[src/rtl/datasg_wr_acceptor.sv]
// Write-request responder: captures one datasg word per handshake into a small FIFO
// and drains it to the SRAM write port, emitting a queue-manager descriptor per write.
module datasg_wr_acceptor #(
  parameter int sg_data_width     = 64,
  parameter int sg_address_width  = 12,
  parameter int sg_des_width      = 4,
  parameter int sg_priority_width = 3,
  parameter int fifo_depth        = 4,
  parameter int cnt_width         = 16
) (
  input  logic                         clk,
  input  logic                         rst,
  input  logic                         request,
  input  logic [sg_priority_width-1:0] wr_priority,
  input  logic [sg_des_width-1:0]      des_port,
  input  logic [sg_address_width-1:0]  address_write,
  input  logic [sg_data_width-1:0]     data_write,
  output logic                         transfering,
  output logic                         busy,
  input  logic                         sram_ready,
  output logic                         sram_wen,
  output logic [sg_address_width-1:0]  sram_waddr,
  output logic [sg_data_width-1:0]     sram_wdata,
  output logic                         desc_valid,
  output logic [sg_des_width-1:0]      desc_port,
  output logic [sg_priority_width-1:0] desc_priority,
  output logic [sg_address_width-1:0]  desc_addr,
  output logic [cnt_width-1:0]         wr_count
);

  localparam int PW = $clog2(fifo_depth);
  localparam int EW = sg_data_width + sg_address_width + sg_priority_width + sg_des_width;
  localparam logic [PW:0]          CNT_FULL = (PW+1)'(fifo_depth);
  localparam logic [PW:0]          CNT_ONE  = (PW+1)'(1);
  localparam logic [PW-1:0]        PTR_ONE  = PW'(1);
  localparam logic [cnt_width-1:0] WR_MAX   = {cnt_width{1'b1}};
  localparam logic [cnt_width-1:0] WR_ONE   = cnt_width'(1);

  logic [EW-1:0]                mem_q [fifo_depth];
  logic [PW-1:0]                wptr_q, rptr_q;
  logic [PW:0]                  count_q, count_d;
  logic                         transfering_q;
  logic                         sram_wen_q;
  logic [sg_address_width-1:0]  sram_waddr_q;
  logic [sg_data_width-1:0]     sram_wdata_q;
  logic [sg_des_width-1:0]      desc_port_q;
  logic [sg_priority_width-1:0] desc_priority_q;
  logic [cnt_width-1:0]         wr_count_q;

  logic                         full_s;
  logic                         push_s;
  logic                         pop_s;
  logic [EW-1:0]                head_s;

  assign full_s = (count_q == CNT_FULL);
  // A pending transfering pulse blocks capture so a held request is taken only once per handshake.
  assign push_s = request && !full_s && !transfering_q;
  assign pop_s  = (count_q != {(PW+1){1'b0}}) && sram_ready;
  assign head_s = mem_q[rptr_q];

  always_comb begin
    count_d = count_q;
    case ({push_s, pop_s})
      2'b10:   count_d = count_q + CNT_ONE;
      2'b01:   count_d = count_q - CNT_ONE;
      default: count_d = count_q;
    endcase
  end

  always_ff @(posedge clk) begin
    if (push_s) begin
      mem_q[wptr_q] <= {data_write, address_write, wr_priority, des_port};
    end
  end

  always_ff @(posedge clk) begin
    if (rst) begin
      wptr_q          <= {PW{1'b0}};
      rptr_q          <= {PW{1'b0}};
      count_q         <= {(PW+1){1'b0}};
      transfering_q   <= 1'b0;
      sram_wen_q      <= 1'b0;
      sram_waddr_q    <= {sg_address_width{1'b0}};
      sram_wdata_q    <= {sg_data_width{1'b0}};
      desc_port_q     <= {sg_des_width{1'b0}};
      desc_priority_q <= {sg_priority_width{1'b0}};
      wr_count_q      <= {cnt_width{1'b0}};
    end else begin
      count_q       <= count_d;
      transfering_q <= push_s;
      sram_wen_q    <= pop_s;
      if (push_s) begin
        wptr_q <= wptr_q + PTR_ONE;
      end
      // Write fields hold their last value between strobes.
      if (pop_s) begin
        rptr_q          <= rptr_q + PTR_ONE;
        sram_wdata_q    <= head_s[EW-1 -: sg_data_width];
        sram_waddr_q    <= head_s[sg_priority_width+sg_des_width +: sg_address_width];
        desc_priority_q <= head_s[sg_des_width +: sg_priority_width];
        desc_port_q     <= head_s[0 +: sg_des_width];
      end
      if (sram_wen_q && (wr_count_q != WR_MAX)) begin
        wr_count_q <= wr_count_q + WR_ONE;
      end
    end
  end

  assign transfering   = transfering_q;
  assign busy          = full_s;
  assign sram_wen      = sram_wen_q;
  assign sram_waddr    = sram_waddr_q;
  assign sram_wdata    = sram_wdata_q;
  assign desc_valid    = sram_wen_q;
  assign desc_port     = desc_port_q;
  assign desc_priority = desc_priority_q;
  assign desc_addr     = sram_waddr_q;
  assign wr_count      = wr_count_q;

endmodule

[config.mk]
export PLATFORM = sky130hd
export DESIGN_NAME = datasg_wr_acceptor
export DESIGN_NICKNAME = d
export VERILOG_FILES = /design/src/rtl/datasg_wr_acceptor.sv
export SDC_FILE = /design/constraint.sdc
export NUM_CORES = 1
export LEC_CHECK = 0
export CORE_MARGIN = 2
export CORE_UTILIZATION = 30
export CTS_CLUSTER_DIAMETER = 30
export DETAILED_ROUTE_END_ITERATION = 10
export GPL_TIMING_DRIVEN = 0
export PLACE_DENSITY = 0.58
export SLEW_MARGIN = 20
export SYNTH_ARGS = -nofsm -noshare
export SYNTH_HDL_FRONTEND = slang
export SYNTH_SLANG_ARGS = --single-unit
export TNS_END_PERCENT = 10
[constraint.sdc]
create_clock -name clk -period 7.4 [get_ports clk]
set_clock_uncertainty 0.1 [all_clocks]
set_input_delay 1.85 -clock clk [delete_from_list [all_inputs] [get_ports clk]]
set_output_delay 1.85 -clock clk [all_outputs]
set_load 0.005 [all_outputs]
After elaboration in Yosys (flattened, before gate mapping)
Memories as Yosys holds them, arrays and structs flattened. A register that Yosys moved wholly into a read port is not among the register bits.
Cells that the tools add are included.
{"block": "totals", "mem_bits_rw": 332, "in_bits": 87, "output_inout_bits": 115, "ff_bits": 25, "word_cells": 27, "n_memories": 1}
{"block": "op_classes", "n_addsub": 5, "n_eq_ne": 4, "muxes": 3, "reduce_logical": 8}
{"memory": "mem_q", "depth": 4, "width": 83, "rd": 1, "rd_ports_with_merged_regs": 1, "write_ports": 1, "line_no": "39", "rtl": "logic [EW-1:0] mem_q [fifo_depth];"}
{"op": "$add A16 B1 Y16 const B", "count": 1}
{"op": "$ne A16 B16 Y1 const B", "count": 1}
{"op": "$pmux W3 S2", "count": 1}
{"op": "$add A2 B1 Y2 const B", "count": 2}
{"op": "$logic_and A1 B1 Y1", "count": 4}
{"op": "$add A3 B1 Y3 const B", "count": 1}
{"op": "$eq A3 B3 Y1 const B", "count": 1}
{"op": "$reduce_bool A3 Y1", "count": 1}
{"op": "$sub A3 B1 Y3 const B", "count": 1}
{"op": "$eq A2 B1 Y1 const B", "count": 1}
{"op": "$eq A2 B2 Y1 const B", "count": 1}
{"op": "$logic_not A1 Y1", "count": 2}
{"op": "$mux W1", "count": 2}
{"op": "$reduce_bool A2 Y1", "count": 1}

Logic depth before layout (Yosys ltp)
Gate-level depths: netlist of run 1.
{"block": "depth", "word_depth": 6, "depth_mapped": 9, "depth_no_buf": 9}

Least setup slack after synthesis of run 1
No wires, ideal clock.
{"block": "synth_path", "path_kind": "in2reg", "startpoint": "input request", "endpoint": "memory mem_q[0][0] (netlist name) (enable)", "setup_time_ps": 451, "stages": 2, "t_required_ps": 6849, "n_path_buf": 0, "arrival_ps": 4168, "slack_ps": 2681, "path_cell_list": "nor3b_2 and2_1"}
{"block": "synth_via", "elab_chain_cells": 4}
{"item": "start, declared", "line_no": "13", "rtl": "input logic request,"}
{"item": "$logic_and A1 B1 Y1 (2 in series)", "line_no": "57", "rtl": "assign push_s = request && !full_s && !transfering_q;"}
{"item": "$mux W1", "line_no": "71", "rtl": "if (push_s) begin"}
{"item": "$mux W1 (implied by the code)", "line_no": "72", "rtl": "mem_q[wptr_q] <= {data_write, address_write, wr_priority, des_port};"}
{"item": "end, declared", "line_no": "39"}
Every way passes these cells.

Final worst setup path of run 1
{"block": "layout_path", "startpoint": "input sram_ready", "endpoint": "register count_q[2]"}
{"block": "layout_via", "elab_chain_cells": 3, "elab_cells_between_ends": 5}
{"item": "start, declared", "line_no": "20", "rtl": "input logic sram_ready,"}
{"item": "$logic_and A1 B1 Y1 *", "line_no": "58", "rtl": "assign pop_s = (count_q != {(PW+1){1'b0}}) && sram_ready;"}
{"item": "net pop_s", "line_no": "52", "rtl": "logic pop_s;"}
{"item": "$eq A2 B1 Y1 or $eq A2 B2 Y1 (tied branches)", "line_no": "63", "rtl": "case ({push_s, pop_s})"}
{"item": "$pmux W3 S2 or $reduce_bool A2 Y1 (tied branches)"}
{"item": "end signal, assigned", "line_no": "80", "rtl": "count_q <= {(PW+1){1'b0}};"}
{"item": "end signal, assigned", "line_no": "89", "rtl": "count_q <= count_d;"}
{"item": "end, declared", "line_no": "41", "rtl": "logic [PW:0] count_q, count_d;"}
Mark *: on every way through the listed nets, which the timed path passes. The rest lies on a longest branch.
A chain may end at the register's enable or synchronous reset.

==> flow_metrics.env, run 1 <==
export IMPL_outcome="finished clean"
export IMPL_start_util_pct=30.2
export IMPL_drt_wirelength_per_cell_microns=18.9
export IMPL_synth_edf_count=332
export IMPL_synth_distinct_cells=45
export IMPL_use_met3_pct=3.89
export IMPL_drive_above_1_share_pct=24.0
export IMPL_slew_viol_final=0
export IMPL_grt_util_met2_pct=23.2
export IMPL_yosysTopAreaCell="edfxtp_1"
export IMPL_cp_end_kind="flop"
export IMPL_diodes=0
export IMPL_synth_seq_area_share_pct=75.0
export IMPL_reg2regPathDepth=9
export IMPL_max_clock_path_buffers=3
export IMPL_die_y_microns=236
export IMPL_dr_pass1_iters=5
export IMPL_setup_viol_count_final=0
export IMPL_fmax_ghz=0.247
export IMPL_critPathTopFamily="buffers and inverters"
export IMPL_rsz0062_at_grt="false"
export IMPL_cts_setup_buffers=0
export IMPL_vias=9337
export IMPL_ys_seq_elements=440
export IMPL_grt_ovfl_total=0
export IMPL_cts_made_buffers=102
export IMPL_crit_fanout=10
export IMPL_die_x_microns=236
export IMPL_remaining_drc_errors=0
export IMPL_reg2reg_to="count_q[2]"
export IMPL_cts_tree="yes"
export IMPL_grtUsageTotal_pct=14.2
export IMPL_core_area_sq_mm=0.0536
export IMPL_grt_first_pass_wirelength_microns=59000
export IMPL_gp_congestion=0.779
export IMPL_drtIter0Drc=415
export IMPL_synthTopCellsByArea="edfxtp_1, dfxtp_1, mux4_2, nand2_1, a21oi_1"
export IMPL_synth_simple_area_share_pct=6.24
export IMPL_cp_num_cells=10
export IMPL_synth_top_flop_cell="edfxtp_1"
export IMPL_grt_start_max_net_pins=39
export IMPL_stdcell_count=2054
export IMPL_hold_end="sram_wdata[40]"
export IMPL_final_hold_violation_count=0
export IMPL_cap_viol_max_count=0
export IMPL_post_synth_top_area_fraction_pct=61.6
export IMPL_place_hpwl_microns=23900
export IMPL_first_global_vias=9970
export IMPL_synth_common_cells="edfxtp_1, nand2_1, dfxtp_1"
export IMPL_cts_sinks=440
export IMPL_min_delay_path_depth=2
export IMPL_fin_total_pwr_mw=9.33
export IMPL_r2r_start="count_q[0]"
export IMPL_worstHoldPathType="flop to flop"
export IMPL_fp_row_count=85
export IMPL_synth_compound_area_share_pct=3.66
export IMPL_power_leakage_nw=7.63
export IMPL_crit_required_ns=7.85
export IMPL_syn2layout_area_growth_pct=41.3
export IMPL_min_from="sram_wdata[40]"
export IMPL_cp_num_buf_inv=4
export IMPL_synth_cells=956
export IMPL_r2r_setup_slack_ns=4.63
export IMPL_ant_nets=0
export IMPL_setup_tns_ns=0
export IMPL_p_per_area_mw_per_mm2=408
export IMPL_clockRootBuffer="clkbuf_16"
export IMPL_final_nets=1362
export IMPL_slowest_delay_ns=0.48
export IMPL_synthAdderAreaFrac_pct=0.588
export IMPL_dieArea_sq_mm=0.0558
export IMPL_placedCellCount=1860
export IMPL_yosysMostFrequentCell="edfxtp_1"
export IMPL_cp_start_kind="input pin"
export IMPL_async_flop_share_pct=0
export IMPL_synth_area_per_cell_sq_um=16.9
export IMPL_worstMarginPinSlew_ns=0.886
export IMPL_htreeDepth=3
export IMPL_grt_antenna_before_repair=3
export IMPL_vias_per_cell=4.55
export IMPL_clk_pin_slew_worst_paths_ns=0.05
export IMPL_final_min_clock_period_ns=4.05
export IMPL_clk_latency_ns=0.64
export IMPL_gr_max_usage_layer="met2"
export IMPL_cts_hold_buf=0
export IMPL_synth_top_family_by_area="multiplexers"
export IMPL_met1_usage_pct=17.6
export IMPL_syn_num_nets=1050
export IMPL_slew_headroom_pct=40.9
export IMPL_crit_chain="clkdlybuf4s50_1, o31ai_2, inv_2, clkbuf_1, ha_1, inv_1, fa_1, xor2_1, or3_1, a21oi_1"
export IMPL_io_buffers=200
export IMPL_cp_slowest_cell="clkdlybuf4s50_1"
export IMPL_vdd_drop_max_uv=200
export IMPL_synth_xor_area_share_pct=0.379
export IMPL_crit_type="input pin to flop"
export IMPL_ios=202
export IMPL_yosys_warnings=0
export IMPL_syn_area_sq_mm=0.0162
export IMPL_arrival_ns=4.50
export IMPL_cts_resized=0
export IMPL_muxShareOfSynthArea_pct=11.7
export IMPL_period_share_pct=54.7
export IMPL_wl_microns=38900
==> metrics by stage <==
stage | worst slack, ns | util (%) | hold WS [ns] | instance area, sq um
4_1_cts | 3.29 | 42.7 | 0.355 | 22900
5_1_grt | 3.16 | 42.7 | 0.369 | 22900
3_5_place_dp | 2.62 | 35.9 | 0.347 | 19300
6_report | 3.35 | 42.7 | 0.352 | 22900
3_3_place_gp | 0.0370 | 35.5 | 0.342 | 19100
2_1_floorplan | 2.68 | - | 0.350 | 16200
==> worst max-delay path by stage <==
stage                     slack [ns]        from      endpoint
after CTS                       3.29  sram_ready    count_q[2]
after global routing            3.16  sram_ready    count_q[2]
after detailed placement        2.62  sram_ready    count_q[2]
after global placement          0.04     request  mem_q[2][79]
after floorplan                 2.68     request   mem_q[0][0]
final                           3.35  sram_ready    count_q[2]
==> metal layers <==
metal | part of all wire, % | wire (microns)
met5 | 0.077 | 30
met4 | 1.9 | 732
met3 | 5.4 | 2110
met2 | 49 | 19200
met1 | 43 | 16800
==> logic make-up (layout without fill, tap and decap cells) <==
family / Yosys count / after routing
AO/OA/AOI/OAI: 108 / 108
adder cells (fa/ha/maj): 7 / 7
XOR/XNOR: 7 / 7
multiplexers: 86 / 86
flip-flops: 440 / 440
AND/OR/NAND/NOR: 236 / 236
buffers and inverters: 72 / 474
==> power by group <==
group	switching, mW	total, mW	internal, mW
clock network	1.47	4.56	3.09
logic	0.810	1.65	0.836
registers	0.128	3.12	2.99
==> placed cells by master (no fill, tap or decap), drive strengths merged, types with 5 or more instances in the layout <==
| master | count |
|---|---|
| clkinv | 28 |
| dfxtp | 108 |
| clkinvlp | 14 |
| clkbuf | 150 |
| nand3 | 9 |
| clkdlybuf4s50 | 200 |
| nor2 | 22 |
| nor3 | 7 |
| edfxtp | 332 |
| bufinv | 11 |
| buf | 48 |
| ha | 6 |
| inv | 23 |
| and3 | 5 |
| nand2 | 173 |
| xor2 | 5 |
| mux4 | 83 |
| a21oi | 92 |
==> area by class of cell <==
cell class,instances,area (sq um)
Buffer,63,355
Clock buffer,127,2790
Clock inverter,67,813
Fill cell,4850,30700
Inverter,9,33.8
Multi-Input combinational cell,444,3670
Sequential cell,440,12100
Tap cell,696,871
Timing Repair Buffer,208,2200
==> registers in the layout, summed over array words and instances (netlist names) <==
name           count
count_q            3
desc_addr         12
desc_port          4
desc_priority      3
desc_valid         1
mem_q            332
rptr_q             2
sram_wdata        64
transfering        1
wptr_q             2
wr_count          16
==> worst min-delay path, cell delays in order, from the launching register on <==
cell,delay [ns]
dfxtp_1,0.30
nand2_1,0.05
a21oi_1,0.05
(Power assumes the default switching activity.)
==> run 2: changes to the inputs <==
--- a/config.mk
+++ b/config.mk
@@ -10,7 +10,7 @@
 export CTS_CLUSTER_DIAMETER = 30
 export DETAILED_ROUTE_END_ITERATION = 10
 export GPL_TIMING_DRIVEN = 0
-export PLACE_DENSITY = 0.58
+export PLACE_DENSITY = 0.6
 export SLEW_MARGIN = 20
 export SYNTH_ARGS = -nofsm -noshare
 export SYNTH_HDL_FRONTEND = slang
==> constraint.sdc (replaced) <==
create_clock -name clk -period 3.65 [get_ports clk]
set_clock_uncertainty 0.1 [all_clocks]
set_input_delay 0.9125 -clock clk [delete_from_list [all_inputs] [get_ports clk]]
set_output_delay 0.9125 -clock clk [all_outputs]
set_load 0.005 [all_outputs]
==> run 2 against run 1 <==
Against the previous run: setup slack worse by 3.0 ns; sequential cell count unchanged; clock-buffer cell count down 15; critical path type is now flop to output port; via count up 0.35%; highest routed layer unchanged; register-to-register slack worse by 3.9 ns; die area unchanged; combinational power up 100%; clock power up 100%; design area down 0.25%; worst hold slack better by 0.00076 ns; first-iteration DRC count up 4.8%; critical endpoint is now busy; routed wire length up 1.3%.
==> flow_metrics.env, run 2 (synthesized netlist as in run 1, its figures left out) <==
export IMPL_ios=202
export IMPL_vdd_drop_max_uv=403
export IMPL_r2r_setup_slack_ns=0.76
export IMPL_period_share_pct=90.8
export IMPL_core_area_sq_mm=0.0536
export IMPL_crit_required_ns=2.64
export IMPL_clockRootBuffer="clkbuf_16"
export IMPL_fmax_ghz=0.302
export IMPL_grt_start_max_net_pins=35
export IMPL_cts_tree="yes"
export IMPL_grtUsageTotal_pct=14.3
export IMPL_crit_type="flop to output port"
export IMPL_drive_above_1_share_pct=24.1
export IMPL_cts_sinks=440
export IMPL_dieArea_sq_mm=0.0558
export IMPL_grt_antenna_before_repair=2
export IMPL_diodes=0
export IMPL_placedCellCount=1860
export IMPL_worstMarginPinSlew_ns=1.13
export IMPL_cp_start_kind="flop"
export IMPL_arrival_ns=2.30
export IMPL_htreeDepth=3
export IMPL_cts_resized=0
export IMPL_cts_hold_buf=0
export IMPL_vias=9370
export IMPL_grt_first_pass_wirelength_microns=59300
export IMPL_seqCellArea_sq_mm=0.0121
export IMPL_largest_reg_flops=332
export IMPL_outcome="finished clean"
export IMPL_largest_register="mem_q"
export IMPL_die_y_microns=236
export IMPL_drtIter0Drc=435
export IMPL_gp_congestion=0.755
export IMPL_syn2layout_area_growth_pct=41.0
export IMPL_fillers=4838
export IMPL_cp_end_kind="output port"
export IMPL_cap_viol_max_count=0
export IMPL_stdcell_count=2050
export IMPL_slew_viol_final=0
export IMPL_multi_input_area_sq_mm=0.00367
export IMPL_die_x_microns=236
export IMPL_crit_fanout=4
export IMPL_final_hold_violation_count=0
export IMPL_io_buffers=200
export IMPL_vias_per_cell=4.57
export IMPL_final_cell_mix="edfxtp_1, clkdlybuf4s50_1, nand2_1, dfxtp_1, clkbuf_16"
export IMPL_wl_microns=39400
export IMPL_final_min_clock_period_ns=3.32
export IMPL_layout_commonest_cell="edfxtp_1"
export IMPL_fin_total_pwr_mw=18.9
export IMPL_fp_row_count=85
export IMPL_setup_viol_count_final=0
export IMPL_worstHoldPathType="flop to flop"
export IMPL_first_global_vias=9984
export IMPL_cts_made_buffers=100
export IMPL_max_clock_path_buffers=3
export IMPL_cts_setup_buffers=0
export IMPL_final_nets=1360
export IMPL_clk_latency_ns=0.62
export IMPL_place_hpwl_microns=24500
export IMPL_clk_pin_slew_worst_paths_ns=0.04
export IMPL_slew_headroom_pct=24.4
export IMPL_rsz0062_at_grt="false"
export IMPL_p_per_area_mw_per_mm2=828
export IMPL_drt_wirelength_per_cell_microns=19.2
export IMPL_dr_pass1_iters=4
export IMPL_remaining_drc_errors=0
export IMPL_power_leakage_nw=7.62
export IMPL_grt_ovfl_total=0
export IMPL_fin_util_pct=42.5
export IMPL_ant_nets=0
export IMPL_start_util_pct=30.2
[run 2: report_power, final]
| group | total, mW | switching [mW] | internal [mW] | leakage [nW] |
|---|---|---|---|---|
| clock | 9.22 | 2.96 | 6.25 | 1.72 |
| combinational | 3.34 | 1.65 | 1.69 | 1.98 |
| sequential | 6.33 | 0.256 | 6.07 | 3.91 |
| total | 18.9 | 4.87 | 14.0 | 7.62 |
[run 2: layout make-up]
cell class,count,share of cell area [%]
flip-flops and latches,440,53.2
multi-input cells,444,16.1
clock buffers,112,11.6
repair buffers,208,9.58
clock inverters,78,4.04
well taps,696,3.82
plain buffers,63,1.56
inverters,9,0.148
[run 2: final timing paths]
check | depth (start not counted) | start | end
min | 2 | sram_wdata[9] | sram_wdata[9]
max reg2reg | 9 | count_q[2] | count_q[2]
max | 2 | count_q[2] | busy
min reg2reg | 2 | sram_wdata[9] | sram_wdata[9]
[run 2: worst max-delay path, cell delays in order, from the launching register on]
cell and delay [ns]:
dfxtp_1 0.37, nor3b_1 0.67, clkdlybuf4s50_1 0.64
[run 2: metal layers]
metal	vias up	wire length, microns	global-route usage [%]
li1	4295	-	-
met1	4746	16600	17.6
met2	247	19400	23.4
met3	78	2310	4.18
met4	4	1050	6.37
met5	-	27	0
[run 2: through the flow]
stage                     instance area (sq um)  setup TNS (ns)  hold WS, ns  setup WS [ns]
after floorplan                           16200          -32.65        0.350         -0.131
after global placement                    19100         -740.85        0.343          -2.70
after detailed placement                  19200          -0.208        0.349         -0.208
after CTS                                 22800               0        0.355          0.341
after global routing                      22800               0        0.371          0.263
final                                     22800               0        0.352          0.334
